===== config.mk =====
export PLATFORM = sky130hd
export DESIGN_NAME = tunnel_segment_gen_flat
export DESIGN_NICKNAME = d
export VERILOG_FILES = /design/src/rtl/tunnel_segment_gen_if.sv /design/src/rtl/tunnel_segment_gen.sv /design/src/flat_wrapper.sv
export SDC_FILE = /design/constraint.sdc
export NUM_CORES = 1
export LEC_CHECK = 0
export BUFFER_PORTS_ARGS = -buffer_cell sky130_fd_sc_hd__buf_2
export CAP_MARGIN = 0
export CORE_ASPECT_RATIO = 0.7
export CORE_MARGIN = 3
export CORE_UTILIZATION = 30
export CTS_CLUSTER_DIAMETER = 120
export DETAILED_ROUTE_END_ITERATION = 7
export PLACE_DENSITY_LB_ADDON = 0.3
export RECOVER_POWER = 25
export SYNTH_ARGS = -nofsm -noshare
export SYNTH_HDL_FRONTEND = slang
export SYNTH_SLANG_ARGS = --single-unit

===== constraint.sdc =====
create_clock -name clock -period 16.09 [get_ports clock]
set_clock_uncertainty 0.15 [all_clocks]
set_input_delay 3.218 -clock clock [delete_from_list [all_inputs] [get_ports clock]]
set_output_delay 3.218 -clock clock [all_outputs]
set_load 0.01 [all_outputs]

===== src/rtl/tunnel_segment_gen_if.sv =====
// Bundle of the frame/random inputs and the row read-back port of tunnel_segment_gen.
interface tunnel_segment_gen_if #(
  parameter int ADDR_W = 4
);
  logic              frame_tick;
  logic              enable;
  logic [7:0]        rand_in;
  logic [ADDR_W-1:0] rd_row;
  logic [7:0]        rd_left;
  logic [7:0]        rd_right;
  logic [ADDR_W-1:0] head;
  logic              busy;

  modport master (
    output frame_tick, enable, rand_in, rd_row,
    input  rd_left, rd_right, head, busy
  );

  modport slave (
    input  frame_tick, enable, rand_in, rd_row,
    output rd_left, rd_right, head, busy
  );
endinterface


===== src/rtl/tunnel_segment_gen.sv =====
// Tunnel row generator: random walk of the tunnel centre, last DEPTH rows kept in a ring buffer.
// Optional macro NARROW_EN: half-width shrinks by one every 16 generated rows down to MIN_HALF_W.
module tunnel_segment_gen #(
  parameter int DEPTH       = 16,
  parameter int ADDR_W      = 4,
  parameter int SCREEN_W    = 160,
  parameter int INIT_HALF_W = 40,
  parameter int MIN_HALF_W  = 16,
  parameter int MAX_STEP    = 4,
  parameter int SCROLL_DIV  = 4
) (
  input logic               clock,
  input logic               rst,
  tunnel_segment_gen_if.slave bus
);
  localparam int CNT_W = (SCROLL_DIV > 1) ? $clog2(SCROLL_DIV) : 1;
  localparam logic [7:0] INIT_C = 8'(SCREEN_W / 2);
  localparam logic [7:0] INIT_L = 8'(SCREEN_W / 2 - INIT_HALF_W);
  localparam logic [7:0] INIT_R = 8'(SCREEN_W / 2 + INIT_HALF_W);
  localparam logic signed [9:0] STEP_S = 10'(MAX_STEP);
  localparam logic signed [9:0] XMAX_S = 10'(SCREEN_W - 1);

  typedef enum logic [1:0] {IDLE, CAPTURE, COMPUTE, WRITE} state_t;

  state_t                  state_q, state_d;
  logic [CNT_W-1:0]        frame_cnt_q, frame_cnt_d;
  logic [2:0]              rand_q, rand_d;
  logic [7:0]              centre_q, centre_d;
  logic [7:0]              row_l_q, row_l_d, row_r_q, row_r_d;
  logic [ADDR_W-1:0]       head_q, head_d;
  logic [DEPTH-1:0][7:0]   left_q, left_d, right_q, right_d;
  logic [7:0]              rd_left_q, rd_left_d, rd_right_q, rd_right_d;
  logic [ADDR_W-1:0]       rd_addr;
  logic [7:0]              half_w;

`ifdef NARROW_EN
  logic [3:0] row_cnt_q, row_cnt_d;
  logic [7:0] half_w_q, half_w_d;
  assign half_w = half_w_q;
`else
  assign half_w = 8'(INIT_HALF_W);
`endif

  logic signed [9:0] delta, hw_s, c_raw, c_new, l_s, r_s;

  // Random walk step: delta clamped to +-MAX_STEP, centre clamped so both walls stay on screen.
  always_comb begin
    hw_s  = $signed({2'b00, half_w});
    delta = $signed({7'd0, rand_q}) - 10'sd4;
    if (delta > STEP_S)  delta = STEP_S;
    if (delta < -STEP_S) delta = -STEP_S;
    c_raw = $signed({2'b00, centre_q}) + delta;
    c_new = c_raw;
    if (c_new < hw_s)          c_new = hw_s;
    if (c_new > XMAX_S - hw_s) c_new = XMAX_S - hw_s;
    l_s   = c_new - hw_s;
    r_s   = c_new + hw_s;
  end

  assign rd_addr = head_q - ADDR_W'(1) - bus.rd_row;

  always_comb begin
    state_d     = state_q;
    frame_cnt_d = frame_cnt_q;
    rand_d      = rand_q;
    centre_d    = centre_q;
    row_l_d     = row_l_q;
    row_r_d     = row_r_q;
    head_d      = head_q;
    left_d      = left_q;
    right_d     = right_q;
    rd_left_d   = left_q[rd_addr];
    rd_right_d  = right_q[rd_addr];
`ifdef NARROW_EN
    row_cnt_d   = row_cnt_q;
    half_w_d    = half_w_q;
`endif
    case (state_q)
      IDLE: begin
        if (bus.enable && bus.frame_tick) begin
          if (frame_cnt_q == CNT_W'(SCROLL_DIV - 1)) begin
            frame_cnt_d = '0;
            state_d     = CAPTURE;
          end else begin
            frame_cnt_d = frame_cnt_q + CNT_W'(1);
          end
        end
      end
      CAPTURE: begin
        rand_d  = bus.rand_in[2:0];
        state_d = COMPUTE;
      end
      COMPUTE: begin
        centre_d = c_new[7:0];
        row_l_d  = l_s[7:0];
        row_r_d  = r_s[7:0];
        state_d  = WRITE;
      end
      WRITE: begin
        left_d[head_q]  = row_l_q;
        right_d[head_q] = row_r_q;
        head_d          = head_q + ADDR_W'(1);
`ifdef NARROW_EN
        row_cnt_d = row_cnt_q + 4'd1;
        if (row_cnt_q == 4'hf && half_w_q > 8'(MIN_HALF_W))
          half_w_d = half_w_q - 8'd1;
`endif
        state_d = IDLE;
      end
      default: state_d = IDLE;
    endcase
  end

  always_ff @(posedge clock or posedge rst) begin
    if (rst) begin
      state_q     <= IDLE;
      frame_cnt_q <= '0;
      rand_q      <= '0;
      centre_q    <= INIT_C;
      row_l_q     <= INIT_L;
      row_r_q     <= INIT_R;
      head_q      <= '0;
      left_q      <= {DEPTH{INIT_L}};
      right_q     <= {DEPTH{INIT_R}};
      rd_left_q   <= '0;
      rd_right_q  <= '0;
`ifdef NARROW_EN
      row_cnt_q   <= '0;
      half_w_q    <= 8'(INIT_HALF_W);
`endif
    end else begin
      state_q     <= state_d;
      frame_cnt_q <= frame_cnt_d;
      rand_q      <= rand_d;
      centre_q    <= centre_d;
      row_l_q     <= row_l_d;
      row_r_q     <= row_r_d;
      head_q      <= head_d;
      left_q      <= left_d;
      right_q     <= right_d;
      rd_left_q   <= rd_left_d;
      rd_right_q  <= rd_right_d;
`ifdef NARROW_EN
      row_cnt_q   <= row_cnt_d;
      half_w_q    <= half_w_d;
`endif
    end
  end

  assign bus.rd_left  = rd_left_q;
  assign bus.rd_right = rd_right_q;
  assign bus.head     = head_q;
  assign bus.busy     = (state_q != IDLE);
endmodule

===== src/flat_wrapper.sv =====
// flat-port wrapper written by rule: the top's interface ports become plain ports
module tunnel_segment_gen_flat 
#(
  parameter int DEPTH       = 16,
  parameter int ADDR_W      = 4,
  parameter int SCREEN_W    = 160,
  parameter int INIT_HALF_W = 40,
  parameter int MIN_HALF_W  = 16,
  parameter int MAX_STEP    = 4,
  parameter int SCROLL_DIV  = 4
)
  (clock, rst, bus_frame_tick, bus_enable, bus_rand_in, bus_rd_row, bus_rd_left, bus_rd_right, bus_head, bus_busy);
  tunnel_segment_gen_if #(.ADDR_W(ADDR_W)) bus_i ();
  input logic clock;
  input logic rst;
  input wire logic [$bits(bus_i.frame_tick)-1:0] bus_frame_tick;
  input wire logic [$bits(bus_i.enable)-1:0] bus_enable;
  input wire logic [$bits(bus_i.rand_in)-1:0] bus_rand_in;
  input wire logic [$bits(bus_i.rd_row)-1:0] bus_rd_row;
  output wire logic [$bits(bus_i.rd_left)-1:0] bus_rd_left;
  output wire logic [$bits(bus_i.rd_right)-1:0] bus_rd_right;
  output wire logic [$bits(bus_i.head)-1:0] bus_head;
  output wire logic [$bits(bus_i.busy)-1:0] bus_busy;
  assign bus_i.frame_tick = bus_frame_tick;
  assign bus_i.enable = bus_enable;
  assign bus_i.rand_in = bus_rand_in;
  assign bus_i.rd_row = bus_rd_row;
  assign bus_rd_left = bus_i.rd_left;
  assign bus_rd_right = bus_i.rd_right;
  assign bus_head = bus_i.head;
  assign bus_busy = bus_i.busy;
  tunnel_segment_gen #(.DEPTH(DEPTH), .ADDR_W(ADDR_W), .SCREEN_W(SCREEN_W), .INIT_HALF_W(INIT_HALF_W), .MIN_HALF_W(MIN_HALF_W), .MAX_STEP(MAX_STEP), .SCROLL_DIV(SCROLL_DIV)) u_core (.clock(clock), .rst(rst), .bus(bus_i));
endmodule

; After elaboration in Yosys (flattened, before gate mapping)
; Index checks and enable logic that the tools add are counted.
[totals]
register_bits = 307
in_bits = 16
out_inout_bits = 21
word_cells = 84
[op_classes]
add_sub_neg = 8
magnitude_cmp = 7
eq_ne = 6
n_mux = 16
n_reduce_logical = 6
[op_table]
columns = op, n
row1 = 128-bit bitwise mux, 2
row2 = 8-bit binary-select mux with 4-bit select, 2
row3 = 8-bit demux with 4-bit select, 1
row4 = 8-bit two-way mux, 4
row5 = 10-bit two-way mux, 3
row6 = 9-bit by 10-bit adder with 10-bit output, 1
row7 = 10-bit by 4-bit > comparator with 1-bit output (second input constant), 1
row8 = 10-bit by 8-bit > comparator with 1-bit output (second input constant), 1
row9 = 10-bit by 3-bit < comparator with 1-bit output (second input constant), 1
row10 = 10-bit by 7-bit < comparator with 1-bit output (second input constant), 1
row11 = 4-bit by 5-bit < comparator with 1-bit output (second input constant), 2
row12 = 8-bit by 7-bit adder with 8-bit output (second input constant), 1
row13 = 2-bit case mux with 4 select lines, 1
row14 = 8-bit by 7-bit subtractor with 8-bit output (second input constant), 1
row15 = 2-bit equality test (second input constant), 3
row16 = 2-bit two-way mux, 3
row17 = 4-bit by 1-bit adder with 4-bit output (second input constant), 1
row18 = 4-bit by 1-bit greater-or-equal comparator with 1-bit output (second input constant), 1
row19 = 2-bit by 1-bit inequality test with 1-bit output (second input constant), 2
row20 = 2-bit AND reduction, 2
row21 = 3-bit by 3-bit subtractor with 4-bit output (second input constant), 1
row22 = 4-bit by 1-bit subtractor with 4-bit output (second input constant), 1
row23 = 4-bit subtractor, 1
row24 = 2-bit by 1-bit adder with 2-bit output (second input constant), 1
row25 = other kinds (4), 5

; Depth between registers and ports, before layout
; Gate-level depths: netlist (run 1).
[logic_depth]
word_depth = 11
ltp_mapped = 19
mapped_depth_nobuf = 18

; Least setup slack after synthesis (run 1)
; OpenSTA, ideal clock, no wires.
[synth_path]
path_kind = input -> register
from = input bus_rd_row[0]
to = register u_core.rd_left_q[1], in the netlist u_core.bus.rd_left[1]
arrival_time_ps = 5163
required_time_ps = 15803
slack_ps = 10640
path_stages = 8
path_cell_list = inv_1 > ha_1 > fa_1 > clkbuf_1 > clkbuf_1 > mux4_2 > mux2i_1 > a21oi_1
[synth_via]
elab_chain_cells = 3
[synth_rtl]
columns = element, line
row1 = start: declaration, flat_wrapper.sv:19  ; input wire logic [$bits(bus_i.rd_row)-1:0] bus_rd_row;
row2 = 4-bit subtractor, tunnel_segment_gen.sv:60  ; assign rd_addr = head_q - ADDR_W'(1) - bus.rd_row;
row3 = 8-bit binary-select mux with 4-bit select, tunnel_segment_gen.sv:72  ; rd_left_d = left_q[rd_addr];
row4 = 8-bit two-way mux (not written as such), tunnel_segment_gen.sv:72
row5 = net u_core.rd_left_d[1], tunnel_segment_gen.sv:32  ; logic [7:0] rd_left_q, rd_left_d, rd_right_q, rd_right_d;
row6 = end signal: assignment, tunnel_segment_gen.sv:141  ; rd_left_q <= rd_left_d;
row7 = end: declaration, tunnel_segment_gen.sv:32
; The timed path passes the listed nets, and every way through them passes these cells. The select of a mux whose other input is x is not followed.
; A chain may end at the register's enable or synchronous reset.

; Final worst setup path (run 1)
[layout_path]
from = input bus_rd_row[0]
to = register u_core.rd_left_q[5], in the netlist u_core.bus.rd_left[5]
; The elaborated chain is that of the path after synthesis.

==> run summary, run 1 <==
Status: complete, no violations
Post-place setup slack: 10.05 ns
Total GRT Usage: 0.125
Clock slew at reported path FFs: 0.07 ns
Total power: 0.00245 W
Final-stage net count: 841
Core Box Area: 36100 um^2
H-tree levels: 1
PortBufs: 31
Sequential share of power: 0.363
Final worst slack: 10.58 ns
Pwr per Cell Area: 198 nW/um^2
Crit path DAT: 5.74 ns
Wirelength per Cell: 18.4 um
P&R area growth vs syn: 12.5%
Setup Viol. Count Final: 0
Avg Cell Area, Syn: 14.0 um^2
Achievable Freq: 0.181 GHz
Initial antenna violation count: 0
Post-layout util: 0.344
I/O pin cnt: 37
Sw Ratio: 0.373
Cell chain of the critical path: buf_2 > inv_1 > ha_4 > fa_2 > buf_4 > mux4_2 > nor2b_1 > a211oi_1 > a21oi_1
Top cells by area, synth: dfrtp_1 33%, dfstp_2 21%, mux2_2 17%, mux4_2 9.8%, ha_1 2.7%
Critical path class: input port to register
Pin count of the biggest net entering global routing: 93
Remaining DRCs: 0
Slowest CP cell: buf_4
Number of fillers in the final layout: 3515
Yosys warns: 0
Syn nets: 831
Routed vias: 6336
Die Area: 39100 um^2
Die width: 235 um
Endpoint type of the worst setup path: register
Max Slew Vio Count: 0
Clock Tree Root: clkbuf_16
RSZ-0062 raised after global routing: false
Share of total power in the clock network: 0.220
Mapped Area: 11000 um^2
Worst path top cell family by delay: buffers and inverters
Final worst path period share: 0.342
Synthesis-stage register bit count: 232
Starting Density: 0.306
Hpwl dp: 15000 um
Asr flop ratio synth: 1.00
Startpoint types: input port
Commonest cells after routing, fill and taps aside: 171 x mux2_2, 145 x dfrtp_1, 87 x dfstp_2
Internal power: 0.00154 W
P_sw: 0.000916 W
TNS Setup: 0 ns
GPL Wtd Cong: 0.734
Ys flop type: dfrtp_1
Vias/cell: 4.89
Yosys top cell by area: dfrtp_1
CTS Sinks: 232
First-pass GRT wire length: 39100 um
CTS tree: built
Row count: 58
Most common cell after layout, fill and taps aside: mux2_2
Hold_buf cts: 0
Maxcap violations: 0
Post-cts resize count: 0
CP max stage delay: 0.64 ns
Comb pwr share: 0.417
Layout cell share with drive strength beyond 1: 0.479
GRT overflow: 0
Final min period: 5.51 ns
Hold Crit Class: register to register
Crit path required time: 16.32 ns
Bufs and invs on worst path: 3
CTS buffer count: 23
Number of detailed-route iterations in the first pass: 4
Wirelength, routed: 23900 um
Die H: 166 um
Hold Vio Cnt, Final: 0
Pleak: 5.43 nW
Initial DRC Count: 432
Worst-Margin Slew: 1.05 ns
Bufs on Longest Clock Path: 3
Vias in the first global route: 6587
Crit-path max FO: 48
Post-synth top area share: 0.329
Routed Antenna Nets: 0
Post-CTS Setup Inserts: 0
Distinct cells, synth: 54
Worst-skew pair later-pin latency: 0.51 ns
Max VDD drop: 94.1 uV
Sequential element share of the synthesized area: 0.536
Slew headroom: 0.297
Cells after synthesis: 789
EDFF count, synth: 0
[cell usage after synthesis (all sizes together), types with 2 or more instances]
cell / instances
and2: 4
o211ai: 3
or2: 2
a21oi: 25
o2bb2ai: 5
xor2: 8
nand3: 2
o22ai: 3
nor3: 2
nand2b: 6
mux2: 171
nand4b: 2
nand2: 42
a211oi: 14
dfrtp: 145
mux2i: 13
dfstp: 87
xnor2: 10
ha: 24
a21o: 2
buf: 13
nor2b: 17
mux4: 48
nor2: 24
and3: 3
fa: 2
clkbuf: 40
o21ai: 36
o32a: 2
inv: 19
[layer usage]
metal,vias up,share of wire,GRT usage
met2,111,0.41,0.178
met1,3317,0.52,0.198
met4,0,0.014,0.0210
li1,2879,-,-
met3,29,0.051,0.0219
met5,-,0,0
[power groups by stage]
| stage | clock network [W] | logic [W] | registers, W |
|---|---|---|---|
| 4_1_cts | 0.000557 | 0.00103 | 0.000895 |
| 3_3_place_gp | 0 | 0.00102 | 0.000900 |
| 5_1_grt | 0.000583 | 0.00112 | 0.000920 |
| 3_5_place_dp | 0 | 0.00103 | 0.000903 |
| 6_report | 0.000539 | 0.00102 | 0.000892 |
| 2_1_floorplan | 0 | 0.000811 | 0.000842 |
[metrics by stage]
step | instances | area, um^2 | hold WS, ns
finish | 1296 | 12400 | 0.325
global route | 1295 | 12400 | 0.348
detailed placement | 1254 | 11700 | 0.318
floorplan | 789 | 11000 | 0.295
CTS | 1295 | 12400 | 0.331
global placement | 1254 | 11700 | 0.307
[cell type report]
| type | instances | area [um^2] | area share |
|---|---|---|---|
| Inverter | 19 | 78.8 | 0.00636 |
| Tap cell | 480 | 601 | 0.0484 |
| Sequential cell | 232 | 5910 | 0.477 |
| Timing Repair Buffer | 38 | 208 | 0.0167 |
| Antenna cell | 1 | 2.50 | 0.000202 |
| Multi-Input combinational cell | 485 | 4850 | 0.391 |
| Clock inverter | 6 | 83.8 | 0.00676 |
| Clock buffer | 35 | 661 | 0.0533 |
[state kept, by name, indices dropped and copies added, names as in the netlist]
register,cells
u_core.bus.head,4
u_core.frame_cnt_q,2
u_core.rand_q,3
u_core.row_r_q,8
u_core.left_q,64
u_core.centre_q,5
u_core.right_q,128
u_core.bus.rd_right,4
u_core.bus.rd_left,8
u_core.row_l_q,4
u_core.state_q,2
[worst register-to-register path: cells and delay by family, from the launching register on]
family / cells / cell delay, ns
compound gates: 4 / 1.47
simple gates: 7 / 1.17
xor+xnor: 1 / 0.44
buf+inv: 1 / 0.07
fa+ha+maj: 4 / 1.15
mux: 1 / 0.15
flops: 1 / 0.74
[worst paths after layout]
kind	startpoint	to	slack, ns	cells past startpoint
max reg2reg	u_core.row_r_q[0]$_DFFE_PP0P_	u_core.row_l_q[7]$_DFFE_PP0P_	10.66	18
min	u_core.right_q[113]$_DFFE_PP0P_	u_core.right_q[113]$_DFFE_PP0P_	0.33	2
max	bus_rd_row[0]	u_core.bus.rd_left[5]$_DFF_PP0_	10.58	9
min in group asynchronous	rst	u_core.left_q[116]$_DFFE_PP0P_	2.66	2
max in group asynchronous	rst	u_core.right_q[32]$_DFFE_PP0P_	10.93	4
min reg2reg	u_core.right_q[113]$_DFFE_PP0P_	u_core.right_q[113]$_DFFE_PP0P_	0.33	2
[cell families after synthesis]
kind of cell / after synthesis / share of synthesized area
muxes: 232 / 0.284
buffers and inverters: 72 / 0.0272
xor gates and xnor gates: 18 / 0.0143
adders and majority gates: 26 / 0.0309
and+or+nand+nor: 109 / 0.0483
DFF: 232 / 0.536
AOI/OAI and AO/OA: 100 / 0.0584
Power figures use the tool's default switching activity.
==> run 2, diff against run 1 <==
==> constraint.sdc (replaced) <==
create_clock -name clock -period 5.4 [get_ports clock]
set_clock_uncertainty 0.15 [all_clocks]
set_input_delay 1.08 -clock clock [delete_from_list [all_inputs] [get_ports clock]]
set_output_delay 1.08 -clock clock [all_outputs]
set_load 0.01 [all_outputs]
==> run summary, run 2 (synthesis gave the netlist of run 1 again) <==
Largest registers: u_core.right_q: 128 flops, u_core.left_q: 64 flops (unchanged)
Share of total power in the clock network: 0.224 (was 0.220)
Most common cell after layout, fill and taps aside: mux2_2 (unchanged)
GRT overflow: 0 (unchanged)
Crit-path max FO: 18 (was 48)
Achievable Freq: 0.222 GHz
Failing checks: max-capacitance violations, max-slew violations
Max VDD drop: 353 uV (was 94.1 uV)
Startpoint types: register (was input port)
Internal power: 0.00469 W (was 0.00154 W)
R2R setup slack: 0.89 ns (was 10.66 ns)
Worst-skew pair later-pin latency: 0.52 ns (was 0.51 ns)
Core Box Area: 36100 um^2 (unchanged)
Pwr per Cell Area: 597 nW/um^2 (was 198 nW/um^2)
Final Hold Slack: 0.298 ns (was 0.325 ns)
CTS buffer count: 23 (unchanged)
Starting Density: 0.306 (unchanged)
Number of detailed-route iterations in the first pass: 4 (unchanged)
Max reg flops: 128 (unchanged)
Die Area: 39100 um^2 (unchanged)
Biggest register: u_core.right_q (unchanged)
Crit path required time: 5.68 ns (was 16.32 ns)
Vias in the first global route: 6508 (was 6587)
Hold Crit Class: input port to asynchronous set/reset pin (was register to register)
Maxcap violations: 1 (was 0)
Post-CTS Setup Inserts: 0 (unchanged)
Remaining DRCs: 0 (unchanged)
P&R area growth vs syn: 13.1% (was 12.5%)
Pin count of the biggest net entering global routing: 169 (was 93)
PortBufs: 31 (unchanged)
P_sw: 0.00275 W (was 0.000916 W)
Ant. Diodes: 0 (was 1)
TNS Setup: 0 ns (unchanged)
Routed vias: 6284 (was 6336)
Critical path class: register to register (was input port to register)
Hpwl dp: 15300 um (was 15000 um)
Worst-Margin Slew: 3.40 ns (was 1.05 ns)
Initial antenna violation count: 0 (unchanged)
Final-stage net count: 844 (was 841)
Wirelength per Cell: 19.6 um (was 18.4 um)
Final min period: 4.51 ns
Bufs on Longest Clock Path: 3 (unchanged)
Wirelength, routed: 25500 um (was 23900 um)
GPL Wtd Cong: 0.733 (was 0.734)
Clock Tree Root: clkbuf_16 (unchanged)
Die width: 235 um (unchanged)
Row count: 58 (unchanged)
Hold Vio Cnt, Final: 0 (unchanged)
Post-layout util: 0.346 (was 0.344)
Clock slew at reported path FFs: 0.07 ns (about the same)
Endpoint type of the worst setup path: register (unchanged)
Post-cts resize count: 0 (unchanged)
Max Slew Vio Count: 64 (was 0)
CTS Sinks: 232 (unchanged)
Crit path DAT: 4.79 ns (was 5.74 ns)
Setup Viol. Count Final: 0 (unchanged)
Sequential share of power: 0.357 (was 0.363)
Sw Ratio: 0.370 (was 0.373)
Routed Antenna Nets: 0 (unchanged)
Initial DRC Count: 401 (was 432)
I/O pin cnt: 37 (unchanged)
Total GRT Usage: 0.130 (was 0.125)
Final worst path period share: 0.835
Layout cell share with drive strength beyond 1: 0.479 (about the same)
Vias/cell: 4.84 (was 4.89)
First-pass GRT wire length: 39900 um (was 39100 um)
Hold_buf cts: 0 (unchanged)
Die H: 166 um (unchanged)
RSZ-0062 raised after global routing: false (unchanged)
Comb pwr share: 0.419 (was 0.417)
Pleak: 5.45 nW (was 5.43 nW)
Commonest cells after routing, fill and taps aside: 171 x mux2_2, 145 x dfrtp_1, 87 x dfstp_2 (unchanged)
Slew headroom: -1.27 (was 0.297)
CTS tree: built (unchanged)
Status: complete, but fails checks (was complete, no violations)
H-tree levels: 1 (unchanged)
## run 2: changes by cell type in the layout (fill, tap and decap cells not counted)
cell	previous run	this run
diode_2	1	0
clkinvlp_4	0	1
clkbuf_1	8	9
clkinv_1	0	1
inv_8	1	0
buf_12	0	2
bufinv_16	2	3
clkinvlp_2	0	1
clkinv_2	3	1
## run 2: path summary, 6_finish.rpt
path,start,endpoint,cells after the start
worst max-delay path,u_core.row_r_q[0]$_DFFE_PP0P_,u_core.row_l_q[7]$_DFFE_PP0P_,20
worst min-delay path,rst,u_core.left_q[78]$_DFFE_PP0P_,2
worst max register to register,u_core.row_r_q[0]$_DFFE_PP0P_,u_core.row_l_q[7]$_DFFE_PP0P_,20
worst min register to register,u_core.left_q[47]$_DFFE_PP0P_,u_core.left_q[47]$_DFFE_PP0P_,2
max in group asynchronous,rst,u_core.row_l_q[4]$_DFFE_PP0P_,3
min in group clock,u_core.left_q[47]$_DFFE_PP0P_,u_core.left_q[47]$_DFFE_PP0P_,2
## run 2: per-stage QoR
stage          setup slack, ns  area [um^2]  power (W)  cells
2_1_floorplan             1.21        11000    0.00493    789
3_3_place_gp             0.915        11700    0.00579   1257
3_5_place_dp             0.903        11700    0.00583   1257
4_1_cts                  0.887        12500    0.00754   1299
5_1_grt                  0.489        12500    0.00796   1299
6_report                 0.891        12500    0.00745   1299
## run 2: layout make-up
class	count	area [um^2]
fill	3487	23600
sequential	232	5910
multi-input combinational	485	4850
clock buffer	35	661
tap	480	601
timing repair buffer	41	251
clock inverter	7	115
inverter	19	72.6
## run 2: critical path, cell delays in order (launching register included)
cell and delay [ns]:
dfrtp_1 0.71, ha_1 0.29, inv_1 0.06, fa_1 0.39, nand2b_1 0.21, a21oi_1 0.18, xor2_1 0.16, buf_4 0.15
o21ai_0 0.12, nand3_1 0.14, nor2_1 0.05, ha_1 0.22, nand4b_1 0.17, o22ai_1 0.12, buf_4 0.21, nor2_1 0.08
or2_1 0.21, ha_1 0.22, nand2b_1 0.16, mux2i_1 0.15, o32ai_2 0.26
## run 2: power groups by stage
stage / Clock, W / Combinational (W) / Sequential [W]
3_5_place_dp: 0 / 0.00314 / 0.00269
5_1_grt: 0.00179 / 0.00344 / 0.00272
6_report: 0.00167 / 0.00312 / 0.00266
2_1_floorplan: 0 / 0.00242 / 0.00251
3_3_place_gp: 0 / 0.00311 / 0.00268
4_1_cts: 0.00172 / 0.00315 / 0.00266
## run 2: routing by layer
layer	part of all wire	up-vias	GRT usage
li1	-	2901	-
met1	0.54	3262	0.214
met2	0.40	99	0.179
met3	0.042	22	0.0241
met4	0.012	0	0.0194
met5	0	-	0
